### config.mk
export PLATFORM = sky130hd
export DESIGN_NAME = zero_unpad
export DESIGN_NICKNAME = d
export VERILOG_FILES = /design/src/rtl/zero_unpad.sv
export SDC_FILE = /design/constraint.sdc
export NUM_CORES = 1
export LEC_CHECK = 0
export ABC_AREA = 1
export CORE_UTILIZATION = 50
export CTS_CLUSTER_DIAMETER = 50
export DETAILED_ROUTE_END_ITERATION = 7
export PLACE_DENSITY = 0.9
export SLEW_MARGIN = 10
export SYNTH_ARGS = -nofsm -noshare
export SYNTH_HDL_FRONTEND = slang
export SYNTH_SLANG_ARGS = --single-unit
### constraint.sdc
create_clock -name clk_i -period 10.35 [get_ports clk_i]
set_input_delay 2.5875 -clock clk_i [delete_from_list [all_inputs] [get_ports clk_i]]
set_output_delay 2.5875 -clock clk_i [all_outputs]
set_load 0.005 [all_outputs]
### src/rtl/zero_unpad.sv
// Strips TRIM leading and TRIM trailing vectors from every frame, forwards the interior
// through a one-deep registered output stage and flags non-zero pad or runt frames.
module zero_unpad #(
   parameter  int BW         = 8,
   parameter  int VECTOR_LEN = 13,
   parameter  int TRIM       = 1,
   localparam int VECTOR_BW  = BW * VECTOR_LEN
) (
   input  logic                        clk_i,
   input  logic                        rst_i,
   input  logic signed [VECTOR_BW-1:0] data_i,
   input  logic                        valid_i,
   input  logic                        last_i,
   output logic                        ready_o,
   output logic signed [VECTOR_BW-1:0] data_o,
   output logic                        valid_o,
   output logic                        last_o,
   input  logic                        ready_i,
   output logic                        pad_err_o,
   output logic                        runt_o
);

   localparam int CW = $clog2(2 * TRIM + 1);
   localparam int OW = $clog2(TRIM + 1);
   localparam logic [CW-1:0] POS_TRIM = CW'(TRIM);
   localparam logic [CW-1:0] POS_SAT  = CW'(2 * TRIM);
   localparam logic [OW-1:0] OCC_FULL = OW'(TRIM);

   logic        [CW-1:0]        pos_q;
   logic        [OW-1:0]        occ_q;
   logic signed [VECTOR_BW-1:0] hold_p0 [TRIM];
   logic signed [VECTOR_BW-1:0] data_p1;
   logic                        vld_p1;
   logic                        last_p1;
   logic                        pad_p1;
   logic                        runt_p1;

   logic accept;
   logic head;
   logic full;
   logic pop;
   logic tail_err;

   assign ready_o = !vld_p1 | ready_i;
   assign accept  = valid_i & ready_o;
   assign head    = pos_q < POS_TRIM;
   assign full    = occ_q == OCC_FULL;
   assign pop     = accept & !head & full;

   // Trailing pad on a last beat: every occupied slot except the one popping out, plus the incoming word.
   always_comb begin
      tail_err = (data_i != '0);
      for (int i = 0; i < TRIM; i++) begin
         if ((OW'(i) < occ_q) && !(full && (i == 0)) && (hold_p0[i] != '0)) begin
            tail_err = 1'b1;
         end
      end
   end

   // Stage p0: hold buffer, oldest entry at index 0
   always_ff @(posedge clk_i) begin
      if (accept && !head) begin
         for (int i = 0; i < TRIM; i++) begin
            if (full) begin
               hold_p0[i] <= (i == TRIM - 1) ? data_i : hold_p0[(i + 1) % TRIM];
            end else if (OW'(i) == occ_q) begin
               hold_p0[i] <= data_i;
            end
         end
      end
   end

   always_ff @(posedge clk_i or posedge rst_i) begin
      if (rst_i) begin
         pos_q <= '0;
         occ_q <= '0;
      end else if (accept) begin
         if (last_i) begin
            pos_q <= '0;
            occ_q <= '0;
         end else begin
            if (pos_q != POS_SAT) begin
               pos_q <= pos_q + CW'(1);
            end
            if (!head && !full) begin
               occ_q <= occ_q + OW'(1);
            end
         end
      end
   end

   // Stage p1: registered output beat and status pulses
   always_ff @(posedge clk_i or posedge rst_i) begin
      if (rst_i) begin
         data_p1 <= '0;
         vld_p1  <= 1'b0;
         last_p1 <= 1'b0;
         pad_p1  <= 1'b0;
         runt_p1 <= 1'b0;
      end else begin
         if (pop) begin
            data_p1 <= hold_p0[0];
            vld_p1  <= 1'b1;
            last_p1 <= last_i;
         end else if (ready_i) begin
            vld_p1  <= 1'b0;
         end
         pad_p1  <= accept & (head ? (data_i != '0) : (last_i & tail_err));
         runt_p1 <= accept & last_i & (pos_q != POS_SAT);
      end
   end

   assign data_o    = data_p1;
   assign valid_o   = vld_p1;
   assign last_o    = last_p1;
   assign pad_err_o = pad_p1;
   assign runt_o    = runt_p1;

endmodule

* Word-level counts from Yosys, hierarchy flattened
Memories as Yosys holds them, arrays and structs flattened.
Index checks and enable logic that the tools add are counted.
** Storage, ports and cells
- Register bits after elaboration :: 111
- Bits in writable memories :: 104
- Memories :: 1
** Operators by class
- Eq/ne operators :: 1
- Mux-type cells :: 16
- Add/subtract/negate cells :: 2
- Order comparisons :: 2
- Bitwise logic cells :: 8
- Reductions and logical operators :: 15
** Memories
- hold_p0 :: depth 1, width 104, read ports 1, clocked after Yosys merged registers in 0, wr ports 1, line 31 : logic signed [VECTOR_BW-1:0] hold_p0 [TRIM];
** Operators by type and width (number)
- $reduce_bool 104->1 :: 2
- $mux 104 :: 1
- $reduce_or 104->1 :: 1
- $mux 1 :: 13
- $and 1x1->1 :: 7
- $reduce_bool 2->1 :: 3
- $logic_and 1x1->1 :: 4
- $mux 2 :: 2
- $reduce_and 2->1 :: 2
- $logic_not 1->1 :: 3
- $add 2x1->2 const B :: 1
- $lt 2x1->1 const B :: 1
- $ne 2x2->1 const B :: 1
- $add 1x1->1 const B :: 1
- $lt 1x1->1 const A :: 1
- $or 1x1->1 :: 1

* Longest topological paths before layout
- Word-level depth :: 8
- Depth in mapped cells :: 9
- Depth with buffers taken out :: 8

* Worst setup path before layout
No wires, ideal clock.
- Path type :: input port to output port
- From :: input ready_i
- To :: output ready_o
- Arrival time :: 2.672 ns
- Path buffers :: 0
- Cell stages on the path :: 2
- Slack :: 5.090 ns
- Cell sequence :: inv_2 -> nand2_2
** Between the ends
- Cells in the longest elaborated chain, start to end :: 1
** RTL lines
- from (decl) :: line 18 : input logic ready_i,
- $or 1x1->1 :: line 44 : assign ready_o = !vld_p1 | ready_i;
- to (decl) :: line 14 : output logic ready_o,
No other way between the ends.

* Worst setup path in the final report
Ends and elaborated chain as after synthesis.

==> impl_metrics.py <==
metrics = {
    "final_layout": {
        "multiInputGateArea_mm2": 0.001800,
        "final-seq-area_mm2": 0.005904,
        "nets": 1008,
        "area_growth_pct": 38.92,
        "final_common_cell": "nand2_1",
        "drive_gt1_share_pct": 5.137,
        "layout_common_cells": "238 x nand2_1, 217 x clkdlybuf4s50_1, 110 x dfrtp_1, 106 x nand3_1, 104 x edfxtp_1",
        "nFillCells": 1025,
        "diodes": 0,
    },
    "detailed_routing": {
        "drt-wirelength-per-cell_um": 16.39,
        "drt_wl_total_mm": 18.46,
        "ant_nets": 0,
        "drt-initial-drc-count": 398,
        "drc": 0,
        "vias_per_cell": 5.070,
        "vias": 5709,
        "dr.pass1.iters": 5,
    },
    "setup_path": {
        "worstSetupPathType": "primary input to output port",
        "arrival_ps": 3730,
        "cp_max_fo": 3,
        "start_kind": "primary input",
        "cp_cell_sequence": "clkdlybuf4s50_1 -> inv_2 -> nand2_2 -> clkdlybuf4s50_1",
        "crit_required_ps": 7760,
        "critPathLaunch": "ready_i",
        "critical_path.top_delay_family": "buffers and inverters",
        "worst-path-buf-inv": 3,
        "cp_common_cell": "clkdlybuf4s50_1",
        "cpPeakStageDelay_ps": 510,
        "critPathSlowestCell": "clkdlybuf4s50_1",
        "r2r-start": "pos_q[0]$_DFFE_PP0P_",
        "cp-end-kind": "output port",
    },
    "cts": {
        "cts_made_buffers": 24,
        "cts_tree": "yes",
        "cts-hold-fix-buffers": 0,
        "path_clk_slew_ps": 60,
        "cts_setup_buffers": 0,
        "cts-resized-gates": 0,
        "h-tree-depth": 1,
        "clock_latency_ps": 500,
        "cts_buffer_depth": 3,
        "root_buffer": "clkbuf_16",
        "cts_sinks": 215,
    },
    "sta": {
        "worstMarginPinSlew_ps": 1121,
        "final.setup.tns_ps": 0,
        "fmax_mhz": 158.4,
        "finalMaxSlewViolations": 0,
        "setup_viol_count_final": 0,
        "relSlewSlack_pct": 25.27,
        "finalCriticalPeriod_ps": 6313,
        "final.setup.worst_slack_ps": 4037,
        "finalHoldViolations": 0,
        "fin_skew_ps": 18.63,
        "grt_setup_unrepaired": "no",
        "period_share_pct": 60.99,
    },
    "pwr": {
        "power_density_mw_per_mm2": 278.5,
        "seq_power_share_pct": 43.6,
        "p_comb_share_pct": 29.3,
        "leakagePower_uw": 0.004682,
        "p_int_uw": 2162,
        "p_sw_share_pct": 29.38,
        "max-vdd-ir-drop_uv": 166.2,
        "power_frac_clock_pct": 27.2,
        "p_sw_uw": 899.5,
    },
    "run": {
        "maxCapViolations": 0,
    },
    "global_route": {
        "antenna_found_initial": 0,
        "grt_pass1_vias": 5942,
        "globalRoute.totalOverflow": 0,
        "grt_use_met3_pct": 4.508,
        "grtUsageTotal_pct": 23.39,
        "gr-usage-met2_pct": 41.18,
        "grt_first_pass_wirelength_mm": 29.67,
        "grt_start_max_net_pins": 108,
        "grt_most_used_layer": "met2",
        "met1_usage_pct": 28.14,
    },
    "synth": {
        "yosysSeqAreaShare_pct": 74.58,
        "syn_area_mm2": 0.007911,
        "synth_cells": 684,
        "syn-num-nets": 795,
        "ys_ff_latch": 215,
        "syn_area_per_cell_um2": 11.57,
        "ys_types": 17,
        "yosysWarnings": 0,
    },
    "place": {
        "place_congestion": 0.7796,
        "portBuffers": 217,
        "post-place-ws_ps": 4053,
        "dpl.hpwl_mm": 11.81,
    },
    "die": {
        "core_mm2": 0.01531,
        "fp-row-count": 45,
        "io_pins": 218,
        "initial_utilization_pct": 51.66,
        "die-area_mm2": 0.01633,
        "fp.dieW_um": 127.8,
        "die_y_um": 127.8,
    },
    "outcome": {
        "status": "complete, no violations",
    },
    "worst_hold_path": {
        "hold_class": "register to register",
        "min-delay-start": "data_o[88]$_DFFE_PP0P_",
    },
}
-- synth_stat cells --
master,number,area (um^2)
a21oi_1,1,5.000
inv_1,6,22.52
nand3_1,106,530.5
buf_2,19,95.09
edfxtp_1,104,3123
nor2_8,1,20.02
nor2_1,69,259.0
nand2_1,238,893.4
nand2_2,3,18.77
o21ai_0,5,25.02
ha_1,2,25.02
inv_2,1,3.750
dfrtp_1,111,2778
buf_6,3,33.78
nand4_1,3,18.77
clkbuf_1,8,30.03
buf_4,4,30.03
-- logic make-up (layout without fill, tap and decap cells) --
logic type | Yosys count | after routing | share of synthesized area (%)
AND/OR/NAND/NOR | 420 | 420 | 22.00
adder cells (fa/ha/maj) | 2 | 2 | 0.3163
AO/OA/AOI/OAI | 6 | 6 | 0.3795
flip-flops | 215 | 215 | 74.58
buffers and inverters | 41 | 272 | 2.720
-- sequential cells by signal, summed over array words and instances (netlist names) --
name and count:
runt_o 1, pad_err_o 1, full 1, pos_q 2
hold_p0 104, last_o 1, valid_o 1, data_o 104
-- final timing paths --
path                                     endpoint  slack (ps)  cells after the start
hold reg to reg            data_o[88]$_DFFE_PP0P_         470                      2
min in group asynchronous  data_o[83]$_DFFE_PP0P_        2510                      2
max in group asynchronous        full$_DFFE_PP0P_        6440                      3
hold / removal             data_o[88]$_DFFE_PP0P_         470                      2
setup / recovery                          ready_o        4040                      4
setup reg to reg           data_o[26]$_DFFE_PP0P_        7910                      6
-- cell type report --
class                      instances  share of cell area, %
clock inverter                     9                 0.9791
timing repair buffer             221                  20.04
inverter                           7                 0.2618
multi-input combinational        428                  16.38
tap                              211                  2.402
clock buffer                      35                  6.216
sequential                       215                  53.72
-- worst min-delay path: stages, from the launching register on --
cell,delay (ps)
dfrtp_1,340
nand2_1,50
nand2_1,40
-- metrics by stage --
stage / utilization [%] / hold WS, ps / power (uW) / cell area [um^2] / cells
6_report: 71.76 / 469.0 / 3061 / 10990 / 1126
5_1_grt: 71.76 / 483.0 / 3236 / 10990 / 1126
4_1_cts: 71.76 / 473.3 / 3088 / 10990 / 1126
3_5_place_dp: 66.60 / 457.4 / 2239 / 10200 / 1082
3_3_place_gp: 66.60 / 451.9 / 2195 / 10200 / 1082
2_1_floorplan: - / 452.3 / 1708 / 7911 / 684
-- power groups by stage --
stage	Sequential [uW]	Combinational (uW)	Clock [uW]
floorplan	1340	367	0
detailed placement	1340	900	0
global route	1360	993	884
finish	1330	896	832
CTS	1330	909	845
global placement	1330	866	0
-- routing by layer --
layer / up-vias / part of all wire [%]
met1: 2737 / 38
met2: 214 / 52
met3: 54 / 6.4
li1: 2704 / -
met5: - / 0
met4: 0 / 4.1
(Power assumes the default switching activity.)
